===== src/rtl/rom_burst_arbiter_if.sv =====
// Bus bundle between the ROM burst arbiter, its two requesters and the ROM.
// The slave modport is the arbiter's view; master is the requester/ROM side.
interface rom_burst_arbiter_if #(
  parameter int ADDR_WIDTH = 10,
  parameter int DATA_WIDTH = 8,
  parameter int LEN_WIDTH  = 8
);
  logic                  req_a_i;
  logic [ADDR_WIDTH-1:0] addr_a_i;
  logic [LEN_WIDTH-1:0]  len_a_i;
  logic                  gnt_a_o;
  logic                  rvalid_a_o;
  logic                  rlast_a_o;

  logic                  req_b_i;
  logic [ADDR_WIDTH-1:0] addr_b_i;
  logic [LEN_WIDTH-1:0]  len_b_i;
  logic                  gnt_b_o;
  logic                  rvalid_b_o;
  logic                  rlast_b_o;

  logic [DATA_WIDTH-1:0] rdata_o;
  logic [ADDR_WIDTH-1:0] rom_addr_o;
  logic [DATA_WIDTH-1:0] rom_data_i;

  modport slave (
    input  req_a_i, addr_a_i, len_a_i,
    input  req_b_i, addr_b_i, len_b_i,
    input  rom_data_i,
    output gnt_a_o, rvalid_a_o, rlast_a_o,
    output gnt_b_o, rvalid_b_o, rlast_b_o,
    output rdata_o, rom_addr_o
  );

  modport master (
    output req_a_i, addr_a_i, len_a_i,
    output req_b_i, addr_b_i, len_b_i,
    output rom_data_i,
    input  gnt_a_o, rvalid_a_o, rlast_a_o,
    input  gnt_b_o, rvalid_b_o, rlast_b_o,
    input  rdata_o, rom_addr_o
  );
endinterface


===== src/rtl/rom_burst_arbiter.sv =====
// Two-port round-robin arbiter and burst address sequencer in front of a
// single-port ROM with one-cycle read latency.
module rom_burst_arbiter #(
  parameter int ADDR_WIDTH = 10,
  parameter int DATA_WIDTH = 8,
  parameter int LEN_WIDTH  = 8
) (
  input logic             clk_i,
  input logic             rst_ni,
  rom_burst_arbiter_if.slave bus
);
  typedef enum logic [0:0] {
    IDLE  = 1'b0,
    BURST = 1'b1
  } state_e;

  localparam logic OWN_A = 1'b0;
  localparam logic OWN_B = 1'b1;

  state_e                state_r;
  logic                  ptr_r;
  logic                  owner_r;
  logic [ADDR_WIDTH-1:0] addr_r;
  logic [LEN_WIDTH-1:0]  cnt_r;
  logic [LEN_WIDTH-1:0]  len_r;
  logic                  rvalid_a_r;
  logic                  rvalid_b_r;
  logic                  rlast_a_r;
  logic                  rlast_b_r;

  logic                  gnt_a_s;
  logic                  gnt_b_s;
  logic                  last_word_s;
  logic [DATA_WIDTH-1:0] rdata_s;

  // Grant decode: only in IDLE, gated by reset so no grant shows while held in reset.
  always_comb begin
    gnt_a_s = 1'b0;
    gnt_b_s = 1'b0;
    if (rst_ni && (state_r == IDLE)) begin
      if (bus.req_a_i && (!bus.req_b_i || (ptr_r == OWN_A))) begin
        gnt_a_s = 1'b1;
      end else if (bus.req_b_i) begin
        gnt_b_s = 1'b1;
      end else begin
        gnt_a_s = 1'b0;
        gnt_b_s = 1'b0;
      end
    end else begin
      gnt_a_s = 1'b0;
      gnt_b_s = 1'b0;
    end
  end

  assign last_word_s = (cnt_r == len_r);

  // Burst FSM: captures the winner, walks addresses and tags the return flags one cycle behind.
  always_ff @(posedge clk_i or negedge rst_ni) begin
    if (!rst_ni) begin
      state_r    <= IDLE;
      ptr_r      <= OWN_A;
      owner_r    <= OWN_A;
      addr_r     <= {ADDR_WIDTH{1'b0}};
      cnt_r      <= {LEN_WIDTH{1'b0}};
      len_r      <= {LEN_WIDTH{1'b0}};
      rvalid_a_r <= 1'b0;
      rvalid_b_r <= 1'b0;
      rlast_a_r  <= 1'b0;
      rlast_b_r  <= 1'b0;
    end else begin
      case (state_r)
        IDLE: begin
          rvalid_a_r <= 1'b0;
          rvalid_b_r <= 1'b0;
          rlast_a_r  <= 1'b0;
          rlast_b_r  <= 1'b0;
          if (gnt_a_s || gnt_b_s) begin
            state_r <= BURST;
            owner_r <= gnt_b_s ? OWN_B : OWN_A;
            // Pointer hands priority to whoever did not just win.
            ptr_r   <= gnt_a_s ? OWN_B : OWN_A;
            addr_r  <= gnt_b_s ? bus.addr_b_i : bus.addr_a_i;
            len_r   <= gnt_b_s ? bus.len_b_i : bus.len_a_i;
            cnt_r   <= {LEN_WIDTH{1'b0}};
          end else begin
            state_r <= IDLE;
          end
        end
        BURST: begin
          rvalid_a_r <= (owner_r == OWN_A);
          rvalid_b_r <= (owner_r == OWN_B);
          rlast_a_r  <= (owner_r == OWN_A) && last_word_s;
          rlast_b_r  <= (owner_r == OWN_B) && last_word_s;
          if (last_word_s) begin
            state_r <= IDLE;
          end else begin
            addr_r <= addr_r + {{(ADDR_WIDTH-1){1'b0}}, 1'b1};
            cnt_r  <= cnt_r + {{(LEN_WIDTH-1){1'b0}}, 1'b1};
          end
        end
        default: begin
          state_r    <= IDLE;
          rvalid_a_r <= 1'b0;
          rvalid_b_r <= 1'b0;
          rlast_a_r  <= 1'b0;
          rlast_b_r  <= 1'b0;
        end
      endcase
    end
  end

  assign rdata_s        = bus.rom_data_i;
  assign bus.rdata_o    = rdata_s;
  assign bus.rom_addr_o = addr_r;
  assign bus.gnt_a_o    = gnt_a_s;
  assign bus.gnt_b_o    = gnt_b_s;
  assign bus.rvalid_a_o = rvalid_a_r;
  assign bus.rvalid_b_o = rvalid_b_r;
  assign bus.rlast_a_o  = rlast_a_r;
  assign bus.rlast_b_o  = rlast_b_r;
endmodule


===== src/flat_wrapper.sv =====
// flat-port wrapper written by rule: the top's interface ports become plain ports
module rom_burst_arbiter_flat 
#(
  parameter int ADDR_WIDTH = 10,
  parameter int DATA_WIDTH = 8,
  parameter int LEN_WIDTH  = 8
)
  (clk_i, rst_ni, bus_req_a_i, bus_addr_a_i, bus_len_a_i, bus_req_b_i, bus_addr_b_i, bus_len_b_i, bus_rom_data_i, bus_gnt_a_o, bus_rvalid_a_o, bus_rlast_a_o, bus_gnt_b_o, bus_rvalid_b_o, bus_rlast_b_o, bus_rdata_o, bus_rom_addr_o);
  rom_burst_arbiter_if #(.ADDR_WIDTH(ADDR_WIDTH), .DATA_WIDTH(DATA_WIDTH), .LEN_WIDTH(LEN_WIDTH)) bus_i ();
  input logic clk_i;
  input logic rst_ni;
  input wire logic [$bits(bus_i.req_a_i)-1:0] bus_req_a_i;
  input wire logic [$bits(bus_i.addr_a_i)-1:0] bus_addr_a_i;
  input wire logic [$bits(bus_i.len_a_i)-1:0] bus_len_a_i;
  input wire logic [$bits(bus_i.req_b_i)-1:0] bus_req_b_i;
  input wire logic [$bits(bus_i.addr_b_i)-1:0] bus_addr_b_i;
  input wire logic [$bits(bus_i.len_b_i)-1:0] bus_len_b_i;
  input wire logic [$bits(bus_i.rom_data_i)-1:0] bus_rom_data_i;
  output wire logic [$bits(bus_i.gnt_a_o)-1:0] bus_gnt_a_o;
  output wire logic [$bits(bus_i.rvalid_a_o)-1:0] bus_rvalid_a_o;
  output wire logic [$bits(bus_i.rlast_a_o)-1:0] bus_rlast_a_o;
  output wire logic [$bits(bus_i.gnt_b_o)-1:0] bus_gnt_b_o;
  output wire logic [$bits(bus_i.rvalid_b_o)-1:0] bus_rvalid_b_o;
  output wire logic [$bits(bus_i.rlast_b_o)-1:0] bus_rlast_b_o;
  output wire logic [$bits(bus_i.rdata_o)-1:0] bus_rdata_o;
  output wire logic [$bits(bus_i.rom_addr_o)-1:0] bus_rom_addr_o;
  assign bus_i.req_a_i = bus_req_a_i;
  assign bus_i.addr_a_i = bus_addr_a_i;
  assign bus_i.len_a_i = bus_len_a_i;
  assign bus_i.req_b_i = bus_req_b_i;
  assign bus_i.addr_b_i = bus_addr_b_i;
  assign bus_i.len_b_i = bus_len_b_i;
  assign bus_i.rom_data_i = bus_rom_data_i;
  assign bus_gnt_a_o = bus_i.gnt_a_o;
  assign bus_rvalid_a_o = bus_i.rvalid_a_o;
  assign bus_rlast_a_o = bus_i.rlast_a_o;
  assign bus_gnt_b_o = bus_i.gnt_b_o;
  assign bus_rvalid_b_o = bus_i.rvalid_b_o;
  assign bus_rlast_b_o = bus_i.rlast_b_o;
  assign bus_rdata_o = bus_i.rdata_o;
  assign bus_rom_addr_o = bus_i.rom_addr_o;
  rom_burst_arbiter #(.ADDR_WIDTH(ADDR_WIDTH), .DATA_WIDTH(DATA_WIDTH), .LEN_WIDTH(LEN_WIDTH)) u_core (.clk_i(clk_i), .rst_ni(rst_ni), .bus(bus_i));
endmodule

===== config.mk =====
export PLATFORM = sky130hd
export DESIGN_NAME = rom_burst_arbiter_flat
export DESIGN_NICKNAME = d
export VERILOG_FILES = /design/src/rtl/rom_burst_arbiter_if.sv /design/src/rtl/rom_burst_arbiter.sv /design/src/flat_wrapper.sv
export SDC_FILE = /design/constraint.sdc
export NUM_CORES = 1
export LEC_CHECK = 0
export CAP_MARGIN = 15
export CORE_UTILIZATION = 40
export DETAILED_ROUTE_END_ITERATION = 10
export PLACE_DENSITY = 0.88
export REMOVE_ABC_BUFFERS = 1
export SLEW_MARGIN = 0
export SYNTH_ARGS = -nofsm -noshare
export SYNTH_HDL_FRONTEND = slang
export SYNTH_SLANG_ARGS = --single-unit

===== constraint.sdc =====
create_clock -name clk_i -period 1.9 [get_ports clk_i]
set_input_delay 0.57 -clock clk_i [delete_from_list [all_inputs] [get_ports clk_i]]
set_output_delay 0.57 -clock clk_i [all_outputs]
set_load 0.05 [all_outputs]

### Yosys cells after proc, flatten, opt, wreduce, memory -nomap -nowiden

Cells that the tools add are included.

| word-level totals | value |
|---|---|
| input port bits | 48 |
| register bits | 33 |

| cells by class | value |
|---|---|
| mux-type cells | 22 |
| bitwise logic cells | 3 |
| equal/unequal tests | 3 |
| reduce and logical (&&, ||, !) cells | 9 |
| add/subtract/negate cells | 2 |

Operators by type and width:

| cell | count |
|---|---|
| $mux 10 | 3 |
| $mux 8 | 3 |
| $pmux 10 s2 | 1 |
| $pmux 8 s2 | 1 |
| $add 10x1->10 const B | 1 |
| $pmux 1 s2 | 5 |
| $mux 1 | 9 |
| $add 8x1->8 const B | 1 |
| $eq 8x8->1 | 1 |
| $logic_and 1x1->1 | 4 |
| $ne 2x2->1 const B | 2 |
| $reduce_and 2->1 | 2 |
| $not 1->1 | 3 |
| $logic_or 1x1->1 | 2 |
| $logic_not 1->1 | 1 |

### Longest topological paths before layout

Gate-level depths: netlist of run 1.

| logic depth | value |
|---|---|
| depth in word-level cells | 8 |
| depth in mapped cells | 6 |
| gate-level depth less buffers | 6 |

### Worst setup path after synthesis of run 1

No wires, ideal clock.

| timing | value |
|---|---|
| path type | input-to-reg |
| start | in rst_ni |
| end | reg u_core.addr_r[0], in the netlist u_core.bus.rom_addr_o[0] |
| data required time | 1.776 ns |
| stages on the path | 6 |
| setup time | 0.124 ns |
| path slack | -0.340 ns |
| arrival | 2.116 ns |
| path through | nor2b_1 buf_4 and3_1 buf_1 o21ai_0 a211o_1 |

| between the ends | value |
|---|---|
| word-level cells in the longest chain between the ends | 5 |

Ends and longest elaborated chain:

| element | RTL line | RTL |
|---|---|---|
| from (decl) | flat_wrapper.sv:11 | `input logic rst_ni;` |
| $logic_and 1x1->1 * | rom_burst_arbiter.sv:40 | `if (rst_ni && (state_r == IDLE)) begin` |
| $mux 1 * | rom_burst_arbiter.sv:40 |  |
| via bus_gnt_b_o | flat_wrapper.sv:22 | `output wire logic [$bits(bus_i.gnt_b_o)-1:0] bus_gnt_b_o;` |
| $mux 10 / $logic_or 1x1->1 (equally long branches) | rom_burst_arbiter.sv:82, rom_burst_arbiter.sv:77 |  |
| $mux 10 / $ne 2x2->1 (equally long branches) | - |  |
| $pmux 10 s2 / $reduce_and 2->1 (equally long branches) | - |  |
| to (signal assigned) | rom_burst_arbiter.sv:63 | `addr_r <= {ADDR_WIDTH{1'b0}};` |
| to (signal assigned) | rom_burst_arbiter.sv:82 | `addr_r <= gnt_b_s ? bus.addr_b_i : bus.addr_a_i;` |
| to (signal assigned) | rom_burst_arbiter.sv:97 | `addr_r <= addr_r + {{(ADDR_WIDTH-1){1'b0}}, 1'b1};` |
| to (decl) | rom_burst_arbiter.sv:23 | `logic [ADDR_WIDTH-1:0] addr_r;` |

The timed path passes the listed nets; every way through them passes the cells marked *. The select of a mux whose other input is x is not followed.
A chain may end at the register's enable or synchronous reset.

### Final worst setup path of run 1

| timing | value |
|---|---|
| start | in bus_req_a_i |
| end | out bus_gnt_b_o |

| between the ends | value |
|---|---|
| word-level cells in the longest chain between the ends | 3 |

Ends and longest elaborated chain:

| element | RTL line | RTL |
|---|---|---|
| from (decl) | flat_wrapper.sv:12 | `input wire logic [$bits(bus_i.req_a_i)-1:0] bus_req_a_i;` |
| $logic_and 1x1->1 | rom_burst_arbiter.sv:41 | `if (bus.req_a_i && (!bus.req_b_i \|\| (ptr_r == OWN_A))) begin` |
| $mux 1 | rom_burst_arbiter.sv:41 |  |
| $mux 1 | rom_burst_arbiter.sv:40 |  |
| to (decl) | flat_wrapper.sv:22 |  |

Every way passes these cells.

==> metrics.md, run 1 <==
| Metric | Value |
|---|---|
| Status | complete, no violations |
| Clock Latency Late Sink | 290 ps |
| # fillers | 356 |
| Diodes inserted | 0 |
| Die area | around 5000 um^2 |
| Crit-path max FO | 2 |
| WHS | 247 ps |
| Synth cell types | 47 |
| Finished Layout Cells | between 300 and 400 |
| Peak VDD IR | 677 uV |
| Cells after DPL | 316 |
| Largest net degree at the start of global routing | 23 |
| Num CTS Buffers | 5 |
| H-tree levels | 2 |
| Crit-path max cell delay | 270 ps |
| FMAX | approximately 530 MHz |
| Syn_area_per_cell | 9.73 um^2 |
| Initial Util | 42.7% |
| Root buffer cell | clkbuf_8 |
| Area grow syn2layout | 49.2% |
| Die extent in x | 70.9 um |
| Clk pwr share | 16.1% |
| Comb power frac | between 50% and 60% |
| Synth warn | 0 |
| Post-route cell area | 2830 um^2 |
| Setup slack, reg-to-reg | 90 ps |
| Vias/cell | 5.88 |
| Final setup violation count | 0 |
| Fin crit share | 99.1% |
| Clk buf depth | 2 |
| CP Buf/Inv Count | 2 |
| I/O Buffers | between 50 and 60 |
| Commonest non-fill, non-tap cells in the layout | 39 x buf_4, 36 x clkdlybuf4s50_1, 33 x dfrtp_1 |
| Remaining Overflow, GRT | 0 |
| Critical path startpoint category | input port |
| Slew Limit Fails | 0 |
| Number of global-route vias before repair | 1973 |
| Final WL | 5590 um |
| Leading cell type in the layout, fill and taps excluded | buf_4 |
| Initial antenna violation count | 0 |
| Dpl cell area | 2690 um^2 |
| Max-cap violations | 0 |
| Worst path top cell family by delay | buffers and inverters |
| Total power | 4.30 mW |
| Die H | between 70 and 80 um |
| DR vias | 1912 |
| Arrival time of the worst setup path | roughly 1300 ps |
| Period minus WS final | 1880 ps |
| Final Skew | approximately 11 ps |
| Synth top area cells | dfrtp_1 44%, a222oi_1 4.2%, mux2i_1 4.2%, buf_4 4.0%, nand2_1 3.8% |
| Reg power frac | 30.0% |
| Tot GR Track Use | 23.5% |
| DP Wirelength | approximately 4000 um |
| GPL Wtd Cong | 0.918 |
| Final nets | approximately 320 |
| Crit end category | primary output |
| Place WS | -493 ps |
| Switching Fraction | 42.2% |
| Post-Synthesis Cell Area | approximately 1900 um^2 |
| Top FF cell, synth | dfrtp_1 |
| Slew HR | 78.1% |
| # rows | 24 |
| Worst Max-Slew Pin Slew | 329 ps |
| Ys async rst share | 100% |
| Seq/Total Area, Yosys | 43.5% |
| Max reg flops | 10 |
| Hold buffer count at CTS | 0 |
| Hold Path Class | input port to asynchronous set/reset pin |
| DRC | 0 |
| Critical Path RT | ~1300 ps |
| Setup Crit Path Kind | input port to primary output |
| Leading area contributor after synthesis | dfrtp_1 |
| DR iter-0 viols | 231 |
| Final antenna-violating net count | 0 |
| Drt wl/cell | 17.2 um |
| Cell Pwr Density | approximately 1500 nW/um^2 |
| Worst setup margin | ~17 ps |
| Share of cells above drive strength 1 | 26.0% |
| First-pass GRT wire length | 9220 um |
| CTS tree | done |
| Number of I/O pins | 72 |
| Cell internal pwr | around 2.5 mW |
| Post-synth EDFFs | 0 |
| RSZ-0062 raised after global routing | false |
| Worst-path clk slew | roughly 70 ps |
| Final hold vios | 0 |
| LEAKAGE | 1.34 nW |
| Yosys top cell area share | 43.5% |
| Yosys reg bits | 33 |
| Syn Inst Count | 195 |
| Critical Path Slowest Stage Cell | dlygate4sd2_1 |
| Cell Chain, Critical Path | dlygate4sd2_1, nand2b_1, and3_4, buf_12 |
| # clock sinks | 33 |
| Core area | 4440 um^2 |
| Net Switching | 1.82 mW |
| Drt first pass iters | 7 |
==> cells in the mapped netlist, drive strengths merged (2+ instances only) <==
| master | n |
|---|---|
| a221o | 5 |
| mux2i | 8 |
| mux2 | 2 |
| and3 | 6 |
| or2 | 2 |
| o22ai | 4 |
| a21oi | 4 |
| dfrtp | 33 |
| buf | 13 |
| nand3 | 7 |
| inv | 10 |
| nor2 | 13 |
| nor2b | 3 |
| o21ai | 12 |
| nand2b | 4 |
| xnor2 | 2 |
| a22o | 3 |
| ha | 2 |
| nor4 | 4 |
| nand2 | 19 |
| clkbuf | 4 |
| and2 | 2 |
| xor2 | 8 |
| a222oi | 8 |
| nor3 | 3 |
==> power by group through the flow <==
stage	registers [mW]	logic, mW	clock network, mW
finish	1.29	2.32	0.693
global route	1.32	2.48	0.732
CTS	1.28	2.28	0.699
detailed placement	1.29	2.24	0
global placement	1.27	2.18	0
floorplan	1.67	0.859	0
==> layout make-up <==
type | instances | area (um^2) | share of cell area [%]
well taps | 52 | 65.1 | 2.30
inverters | 11 | 41.3 | 1.46
clock inverters | 1 | 30.0 | 1.06
multi-input cells | 134 | 940 | 33.2
repair buffers | 87 | 843 | 29.8
clock buffers | 7 | 86.3 | 3.05
flip-flops and latches | 33 | 826 | 29.2
==> kinds of logic (layout without fill, tap and decap cells) <==
kind of cell / count (synthesis) / after routing / synth area share [%]
adders and majority gates: 2 / 2 / 1.32
buffers and inverters: 28 / 106 / 8.31
muxes: 10 / 10 / 5.41
and+or+nand+nor: 66 / 66 / 18.5
xor gates and xnor gates: 10 / 10 / 4.61
DFF: 33 / 33 / 43.5
AOI/OAI and AO/OA: 46 / 46 / 18.4
==> final timing paths <==
kind,from,to,cells past startpoint
setup / recovery,bus_req_a_i,bus_gnt_b_o,4
hold / removal,rst_ni,u_core.cnt_r[5],2
setup reg to reg,u_core.cnt_r[2],u_core.bus.rom_addr_o[6],7
hold reg to reg,u_core.owner_r,u_core.bus.rvalid_a_o,1
max in group asynchronous,rst_ni,u_core.bus.rom_addr_o[1],3
min in group clk_i,u_core.owner_r,u_core.bus.rvalid_a_o,1
==> per-layer routing <==
metal,track usage [%],up-vias,routed length (um)
li1,-,859,-
met1,29.2,934,2310
met2,39.4,109,2860
met3,5.13,10,321
met4,10.4,0,106
met5,0,-,0
==> per-stage QoR <==
| stage | setup TNS (ps) | util, % |
|---|---|---|
| floorplan | -2010 | - |
| global placement | -8660 | 60.5 |
| detailed placement | -10020 | 60.5 |
| CTS | 0 | 63.7 |
| global route | 0 | 63.7 |
| finish | 0 | 63.7 |
==> timing repair <==
action / in CTS / in global routing
cloned: 0 / 0
setup buffers: 1 / 0
pin swaps: 1 / 0
setup endpoints to repair: 19 / 16
resized for setup: 10 / 5
hold endpoints to repair: 0 / 0
Note: power is estimated with default switching activity, not from simulation.
==> run 2: changes to the inputs <==
--- a/config.mk
+++ b/config.mk
@@ -7,6 +7,7 @@
 export LEC_CHECK = 0
 export CAP_MARGIN = 15
 export CORE_UTILIZATION = 40
+export CTS_CLUSTER_SIZE = 10
 export DETAILED_ROUTE_END_ITERATION = 10
 export PLACE_DENSITY = 0.88
 export REMOVE_ABC_BUFFERS = 1
==> results of run 2 <==
Final layout, timing and power as in run 1 (identical DEF).
==> run 3: changes to the inputs <==
--- a/config.mk
+++ b/config.mk
@@ -11,7 +11,6 @@
 export DETAILED_ROUTE_END_ITERATION = 10
 export PLACE_DENSITY = 0.88
 export REMOVE_ABC_BUFFERS = 1
-export SLEW_MARGIN = 0
 export SYNTH_ARGS = -nofsm -noshare
 export SYNTH_HDL_FRONTEND = slang
 export SYNTH_SLANG_ARGS = --single-unit
==> results of run 3 <==
Final layout, timing and power as in run 1 (identical DEF).
